[config.mk]
export PLATFORM = sky130hd
export DESIGN_NAME = star_ram_arbiter_flat
export DESIGN_NICKNAME = d
export VERILOG_FILES = /design/src/rtl/star_ram_arbiter_if.sv /design/src/rtl/star_ram_arbiter.sv /design/src/flat_wrapper.sv
export SDC_FILE = /design/constraint.sdc
export NUM_CORES = 1
export LEC_CHECK = 0
export ABC_AREA = 0
export ABC_CLOCK_PERIOD_IN_PS = 4400
export CORE_UTILIZATION = 30
export CTS_CLUSTER_DIAMETER = 100
export CTS_CLUSTER_SIZE = 40
export DETAILED_ROUTE_END_ITERATION = 8
export PLACE_DENSITY = 0.59
export SLEW_MARGIN = 10
export SYNTH_ARGS = -nofsm -noshare
export SYNTH_HDL_FRONTEND = slang
export SYNTH_SLANG_ARGS = --single-unit
[constraint.sdc]
create_clock -name clk -period 4.4 [get_ports clk]
set_clock_uncertainty 0.2 [all_clocks]
set_input_delay 1.1 -clock clk [delete_from_list [all_inputs] [get_ports clk]]
set_output_delay 1.1 -clock clk [all_outputs]
set_load 0.005 [all_outputs]
[src/rtl/star_ram_arbiter_if.sv]
// star_ram_arbiter_if: requester-side bus of the star-image pixel RAM arbiter
interface star_ram_arbiter_if #(
    parameter int XSZ   = 3,
    parameter int YSZ   = 3,
    parameter int COLSZ = 3
);
    logic [2:0]         req;
    logic [2:0]         lock;
    logic [2:0]         wr;
    logic [3*XSZ-1:0]   x_in;
    logic [3*YSZ-1:0]   y_in;
    logic [3*COLSZ-1:0] wdata;
    logic [2:0]         gnt;
    logic [2:0]         rvalid;
    logic [COLSZ-1:0]   rdata;
    logic               addr_err;
    modport master (
        output req, lock, wr, x_in, y_in, wdata,
        input  gnt, rvalid, rdata, addr_err
    );
    modport slave (
        input  req, lock, wr, x_in, y_in, wdata,
        output gnt, rvalid, rdata, addr_err
    );
endinterface

[src/rtl/star_ram_arbiter.sv]
// star_ram_arbiter: round-robin arbiter with bounded lock sharing the 36x3 pixel RAM
module star_ram_arbiter #(
    parameter int XSZ      = 3,
    parameter int YSZ      = 3,
    parameter int ADDRSZ   = 6,
    parameter int COLSZ    = 3,
    parameter int WIDTH    = 6,
    parameter int HEIGHT   = 6,
    parameter int LOCK_MAX = 8
) (
    input  logic              clk,
    input  logic              reset,
    star_ram_arbiter_if.slave bus,
    output logic [ADDRSZ-1:0] ram_addr,
    output logic              ram_wren,
    output logic [COLSZ-1:0]  ram_data,
    input  logic [COLSZ-1:0]  ram_q,
    output logic              busy
);
    localparam int CW = $clog2(LOCK_MAX + 1);
    logic [1:0]        ptr, owner, win, s1_id;
    logic [CW-1:0]     cnt;
    logic              win_v, lock_ok, oor;
    logic              s1_v, s1_rd, s1_err, s2_v, s2_err, aerr;
    logic [XSZ-1:0]    xs;
    logic [YSZ-1:0]    ys;
    logic [ADDRSZ-1:0] addr;
    logic [2:0]        rv;
    always_comb begin
        lock_ok = cnt != '0 && int'(cnt) < LOCK_MAX && bus.req[owner] && bus.lock[owner];
        win_v = lock_ok;
        win = lock_ok ? owner : 2'd0;
        for (int k = 0; k < 3; k++)
            if (!win_v && bus.req[2'((int'(ptr) + k) % 3)]) begin
                win_v = 1'b1;
                win = 2'((int'(ptr) + k) % 3);
            end
    end
    assign xs   = bus.x_in[win*XSZ +: XSZ];
    assign ys   = bus.y_in[win*YSZ +: YSZ];
    assign oor  = int'(xs) >= WIDTH || int'(ys) >= HEIGHT;
    assign addr = ADDRSZ'(ys) * ADDRSZ'(WIDTH) + ADDRSZ'(xs);
    assign bus.gnt      = (win_v && !reset) ? 3'b001 << win : 3'b000;
    assign bus.rvalid   = rv;
    assign bus.rdata    = (|rv && !s2_err) ? ram_q : '0;
    assign bus.addr_err = aerr;
    assign busy         = s1_v | s2_v;
    // out-of-range accesses flow through the pipe so rvalid order still matches grant order
    always_ff @(posedge clk) begin
        if (reset) begin
            ptr      <= '0;
            owner    <= '0;
            cnt      <= '0;
            s1_v     <= 1'b0;
            s1_rd    <= 1'b0;
            s1_id    <= '0;
            s1_err   <= 1'b0;
            aerr     <= 1'b0;
            ram_addr <= '0;
            ram_wren <= 1'b0;
            ram_data <= '0;
            rv       <= '0;
            s2_v     <= 1'b0;
            s2_err   <= 1'b0;
        end else begin
            if (win_v) ptr <= win == 2'd2 ? 2'd0 : win + 2'd1;
            owner    <= win;
            cnt      <= (win_v && bus.lock[win]) ? (lock_ok ? cnt + 1'b1 : CW'(1)) : '0;
            s1_v     <= win_v;
            s1_rd    <= win_v && !bus.wr[win];
            s1_id    <= win;
            s1_err   <= oor;
            aerr     <= win_v && oor;
            ram_wren <= win_v && bus.wr[win] && !oor;
            if (win_v) ram_data <= bus.wdata[win*COLSZ +: COLSZ];
            if (win_v && !oor) ram_addr <= addr;
            rv       <= s1_rd ? 3'b001 << s1_id : 3'b000;
            s2_v     <= s1_v;
            s2_err   <= s1_err;
        end
    end
endmodule

[src/flat_wrapper.sv]
// flat-port wrapper written by rule: the top's interface ports become plain ports
module star_ram_arbiter_flat 
#(
    parameter int XSZ      = 3,
    parameter int YSZ      = 3,
    parameter int ADDRSZ   = 6,
    parameter int COLSZ    = 3,
    parameter int WIDTH    = 6,
    parameter int HEIGHT   = 6,
    parameter int LOCK_MAX = 8
)
  (clk, reset, ram_addr, ram_wren, ram_data, ram_q, busy, bus_req, bus_lock, bus_wr, bus_x_in, bus_y_in, bus_wdata, bus_gnt, bus_rvalid, bus_rdata, bus_addr_err);
  star_ram_arbiter_if #(.XSZ(XSZ), .YSZ(YSZ), .COLSZ(COLSZ)) bus_i ();
  input  logic clk;
  input  logic reset;
  output logic [ADDRSZ-1:0] ram_addr;
  output logic ram_wren;
  output logic [COLSZ-1:0] ram_data;
  input  logic [COLSZ-1:0] ram_q;
  output logic busy;
  input wire logic [$bits(bus_i.req)-1:0] bus_req;
  input wire logic [$bits(bus_i.lock)-1:0] bus_lock;
  input wire logic [$bits(bus_i.wr)-1:0] bus_wr;
  input wire logic [$bits(bus_i.x_in)-1:0] bus_x_in;
  input wire logic [$bits(bus_i.y_in)-1:0] bus_y_in;
  input wire logic [$bits(bus_i.wdata)-1:0] bus_wdata;
  output wire logic [$bits(bus_i.gnt)-1:0] bus_gnt;
  output wire logic [$bits(bus_i.rvalid)-1:0] bus_rvalid;
  output wire logic [$bits(bus_i.rdata)-1:0] bus_rdata;
  output wire logic [$bits(bus_i.addr_err)-1:0] bus_addr_err;
  assign bus_i.req = bus_req;
  assign bus_i.lock = bus_lock;
  assign bus_i.wr = bus_wr;
  assign bus_i.x_in = bus_x_in;
  assign bus_i.y_in = bus_y_in;
  assign bus_i.wdata = bus_wdata;
  assign bus_gnt = bus_i.gnt;
  assign bus_rvalid = bus_i.rvalid;
  assign bus_rdata = bus_i.rdata;
  assign bus_addr_err = bus_i.addr_err;
  star_ram_arbiter #(.XSZ(XSZ), .YSZ(YSZ), .ADDRSZ(ADDRSZ), .COLSZ(COLSZ), .WIDTH(WIDTH), .HEIGHT(HEIGHT), .LOCK_MAX(LOCK_MAX)) u_core (.clk(clk), .reset(reset), .bus(bus_i), .ram_addr(ram_addr), .ram_wren(ram_wren), .ram_data(ram_data), .ram_q(ram_q), .busy(busy));
endmodule
==> impl.org <==
** Global route
- Maximum number of pins on one net before global-route repair :: 16
- The first global-routing pass estimated approximately 8500 um of wire.
- GRT Util Overall :: 17.7%
- The via count of the first global-routing pass came to 1845.
- The number of antenna violations at the first check in global routing is 0.
- After global routing the overflow that remains totals 0.

** Timing
- Fin crit period :: around 4.3 ns
- At the pin with the least slew margin, the transition time is 0.567 ns.
- The final critical path takes up 96.6% of the cycle.
- Setup slack on the critical path of the routed design comes to 0.149 ns.
- Setup repair after global routing left no endpoint under its margin.
- Slew Viols, Final :: 0
- The worst pin sits at a relative slew slack of 61.8%.
- Final hold violations :: 0
- Timing would allow up to 0.235 GHz.
- Setup violations remaining at the end of the flow were counted as 0.

** Route
- Once detail routing completed, the nets flagged for antenna violations numbered 0.
- In the routed design, unresolved DRC markers number 0.
- Average via count per standard cell :: 4.92
- Detail-routed net length per standard cell :: 13.3 um
- The routed design has 5140 um of wire.
- DR vias :: about 1900
- The first TritonRoute pass finished after 5 iterations.
- Violation count after the first detailed-routing iteration :: 91

** Critical path
- Across all register-to-register paths, the minimum setup slack is 0.40 ns.
- The worst setup path is launched from an input pin.
- On the worst path, the slowest cell contributes a delay of 0.37 ns.
- The worst register-to-register path ends at u_core.ram_addr[4]$_SDFFE_PP0P_.
- Of all nets on the critical path, the largest fanout is 4.
- Crit path required time :: between 4 and 5 ns
- Critical Path End Type :: flip-flop
- Broken down by cell family, the worst path's largest delay share belongs to compound AO/OA/AOI/OAI gates.
- R2r startpoint :: u_core.ptr[0]$_SDFFE_PP0N_
- The number of cells on the worst reg-to-reg path is 17.
- Arrival time of the worst setup path :: roughly 4.2 ns
- The setup path with the least slack is of type input pin to flip-flop.
- Traced cell by cell, the critical path runs through dlygate4sd2_1 > a21boi_2 > o41ai_2 > o311ai_2 > buf_4 > a21oi_2 > a22oi_2 > buf_4 > or2_2 > o221a_2 > ha_1 > ha_1 > a21oi_1 > nor2_2 > xor2_1 > xnor2_1 > o22ai_1.
- Slowest-stage cell, CP :: sky130_fd_sc_hd__o41ai_2
- The critical path contains buffers and inverters numbering 3 combined.

** Power
- Summed over all cells, the static leakage comes to 1.21 nW.
- For this design the total switching power over the nets is 1.14 mW.
- The clock network accounts for 5.2% of the total power.
- Power per cell area :: 917 nW/um2
- Int Pwr :: 1.53 mW
- Share of power burned in registers :: between 10% and 20%
- Net switching is between 40 and 50% of the power.
- Worst VDD drop :: between 0.6 and 0.7 mV
- Of the total power, combinational logic draws between 80% and 90%.

** Die
- Row count :: 27
- The floorplan step defined a core boundary enclosing 5540 um2.
- I/O pin count :: 62
- From left edge to right edge, the die measures 78.2 um.
- From bottom edge to top edge, the die measures 78.2 um.
- Effective utilization at floorplan :: 31.5%
- The die covers 6120 um2.

** Clock tree
- No sink is reached through more buffers than the 2 on the longest clock path.
- Clock-pin slew was measured on the worst setup and hold paths at 0.09 ns.
- The number of clock buffers added by TritonCTS is 3.
- In this run the number of H-tree levels came out at 1.
- The clock reaches the later pin of the worst-skew pair after 0.27 ns.
- Total clock sinks :: 27
- Hold Buf Count CTS :: 0
- Library cell used as clock root buffer :: sky130_fd_sc_hd__clkbuf_8
- TritonCTS built the clock tree.

** Yosys
- After technology mapping, the gate count stands at 204.
- Number of distinct library cell variants in the gate-level netlist after synthesis :: 52
- Synthesis produced a netlist with a net count of approximately 260.
- For this run, the number of Yosys warnings is 0.
- The synthesized design contains 27 register bits.
- Mapped Area :: 1740 um2
- FFs w/ async S/R, synth :: 0%
- Yosys mapped a number of flops with a built-in enable equal to 0.
- Among all flip-flop cells after synthesis, the most frequent one is sky130_fd_sc_hd__dfxtp_1.
- Mean cell area of the mapped netlist :: 8.54 um2
- Fraction of the yosys area taken by sequential cells :: 31.0%

** Place
- Counting tap cells, the placed design contains a total of 380 instances.
- DP Wirelength :: 4140 um
- OpenSTA, run right after detailed placement, puts the worst setup slack at -0.514 ns.
- Total of buffers placed on input and output ports :: 61
- Once placement finished, the instance area stood at 2780 um2.
- Routability-driven placement finished with a final weighted congestion of 0.822.

** Finish
- Compared with the post-synthesis result, the final layout area differs by 67.3%.
- Final non-filler cell total :: 387
- Antenna diode count :: 0
- Final net count :: between 300 and 400
- Share of post-route cells with drive strength above 1 :: 25.7%
- Cell area after layout :: 2920 um2

** Min path
- The startpoint identified for the worst hold timing path is u_core.s1_err$_SDFF_PP0_.
- The worst hold path terminates at u_core.s2_err$_SDFF_PP0_.
- The tightest min-delay check is of the flip-flop to flip-flop type.
- Worst hold path stage count :: 1

** Run
- Max-cap violations in this run came to 0.

** Status
- The flow ran to the end, and the final reports show no timing, DRC or antenna violations.
-- state kept, by name, summed over array words and instances (netlist names) --
| name | flops |
|---|---|
| u_core.bus.addr_err | 1 |
| u_core.bus.rvalid | 3 |
| u_core.cnt | 4 |
| u_core.owner | 2 |
| u_core.ptr | 2 |
| u_core.ram_addr | 6 |
| u_core.ram_data | 3 |
| u_core.ram_wren | 1 |
| u_core.s1_err | 1 |
| u_core.s1_rd | 1 |
| u_core.s1_v | 1 |
| u_core.s2_err | 1 |
| u_core.s2_v | 1 |
-- worst max-delay path by stage --
stage | start | end | slack, ns | depth (start not counted)
2_1_floorplan | bus_lock[2] | u_core.ram_addr[4]$_SDFFE_PP0P_ | 0.12 | 14
3_3_place_gp | bus_lock[2] | bus_gnt[0] | -0.48 | 10
3_5_place_dp | bus_req[2] | u_core.ram_addr[4]$_SDFFE_PP0P_ | -0.51 | 16
4_1_cts | bus_req[2] | bus_gnt[2] | 0.1 | 8
5_1_grt | bus_req[1] | u_core.ram_addr[4]$_SDFFE_PP0P_ | 0.02 | 17
6_report | bus_req[1] | u_core.ram_addr[4]$_SDFFE_PP0P_ | 0.15 | 17
-- cells by family (layout without fill, tap and decap cells) --
family / Yosys count / in the layout / share of synthesized area, %
compound gates: 57 / 57 / 28.4
flops: 27 / 27 / 31.0
buf+inv: 22 / 133 / 4.81
mux: 2 / 2 / 1.15
fa+ha+maj: 11 / 11 / 8.76
xor+xnor: 5 / 5 / 2.51
simple gates: 80 / 80 / 23.3
-- per-stage QoR --
step	util [%]	TNS, ns	hold WS, ns	total power, mW
final	52.6	0	0.247	2.67
after global routing	52.6	0	0.271	2.92
after CTS	52.3	0	0.256	2.65
after detailed placement	50.1	-3.93	0.231	2.41
after global placement	50.1	-3.35	0.225	2.40
after floorplan	-	0	0.214	1.52
-- power by group through the flow --
stage	clock network (mW)	registers [mW]	logic [mW]
6_report	0.140	0.374	2.16
3_3_place_gp	0	0.375	2.02
2_1_floorplan	0	0.371	1.15
4_1_cts	0.143	0.373	2.13
5_1_grt	0.155	0.386	2.38
3_5_place_dp	0	0.376	2.03
-- routing by layer --
metal	vias to the layer above	share of wire (%)	global-route usage, %
li1	969	-	-
met1	882	49	23.7
met2	47	46	29.6
met3	6	4.2	2.33
met4	0	1.4	4.63
met5	-	0	0
-- layout by cell type, fill, tap and decap left out, types with 5 or more instances in the layout --
master | Yosys | final
sky130_fd_sc_hd__clkdlybuf4s50_1 | 0 | 52
sky130_fd_sc_hd__nand2_1 | 16 | 15
sky130_fd_sc_hd__a211oi_1 | 8 | 7
sky130_fd_sc_hd__nor2b_1 | 7 | 7
sky130_fd_sc_hd__dlygate4sd2_1 | 0 | 7
sky130_fd_sc_hd__dfxtp_1 | 27 | 27
sky130_fd_sc_hd__and2_1 | 5 | 5
sky130_fd_sc_hd__buf_4 | 0 | 49
sky130_fd_sc_hd__ha_1 | 9 | 9
sky130_fd_sc_hd__nor2_1 | 28 | 26
sky130_fd_sc_hd__a21oi_1 | 9 | 8
sky130_fd_sc_hd__inv_1 | 19 | 19
-- repair_timing --
| item | CTS | global route |
|---|---|---|
| buffers inserted | 3 | 0 |
| pin swaps | 8 | 5 |
| endpoints found under the hold margin | 0 | 0 |
| setup endpoints to repair | 9 | 7 |
| resized for setup | 21 | 8 |
-- final cells by class --
class / instances / area (um2)
sequential: 27 / 541
multi-input combinational: 155 / 1210
inverter: 19 / 71.3
clock buffer: 4 / 45.0
tap: 72 / 90.1
timing repair buffer: 110 / 960
fill: 543 / 2620
-- Yosys cell counts, types with 4 or more instances --
| cell | instances | area, um2 |
|---|---|---|
| sky130_fd_sc_hd__nor2b_1 | 7 | 43.8 |
| sky130_fd_sc_hd__nand3_1 | 4 | 20.0 |
| sky130_fd_sc_hd__nor3_1 | 4 | 20.0 |
| sky130_fd_sc_hd__nand2b_1 | 4 | 25.0 |
| sky130_fd_sc_hd__ha_1 | 9 | 113 |
| sky130_fd_sc_hd__dfxtp_1 | 27 | 541 |
| sky130_fd_sc_hd__a31oi_1 | 4 | 25.0 |
| sky130_fd_sc_hd__nand2_1 | 16 | 60.1 |
| sky130_fd_sc_hd__a211oi_1 | 8 | 60.1 |
| sky130_fd_sc_hd__and2_1 | 5 | 31.3 |
| sky130_fd_sc_hd__nor2_1 | 28 | 105 |
| sky130_fd_sc_hd__a21oi_1 | 9 | 45.0 |
| sky130_fd_sc_hd__a222oi_1 | 4 | 40.0 |
| sky130_fd_sc_hd__inv_1 | 19 | 71.3 |
Note: power is estimated with default switching activity, not from simulation.
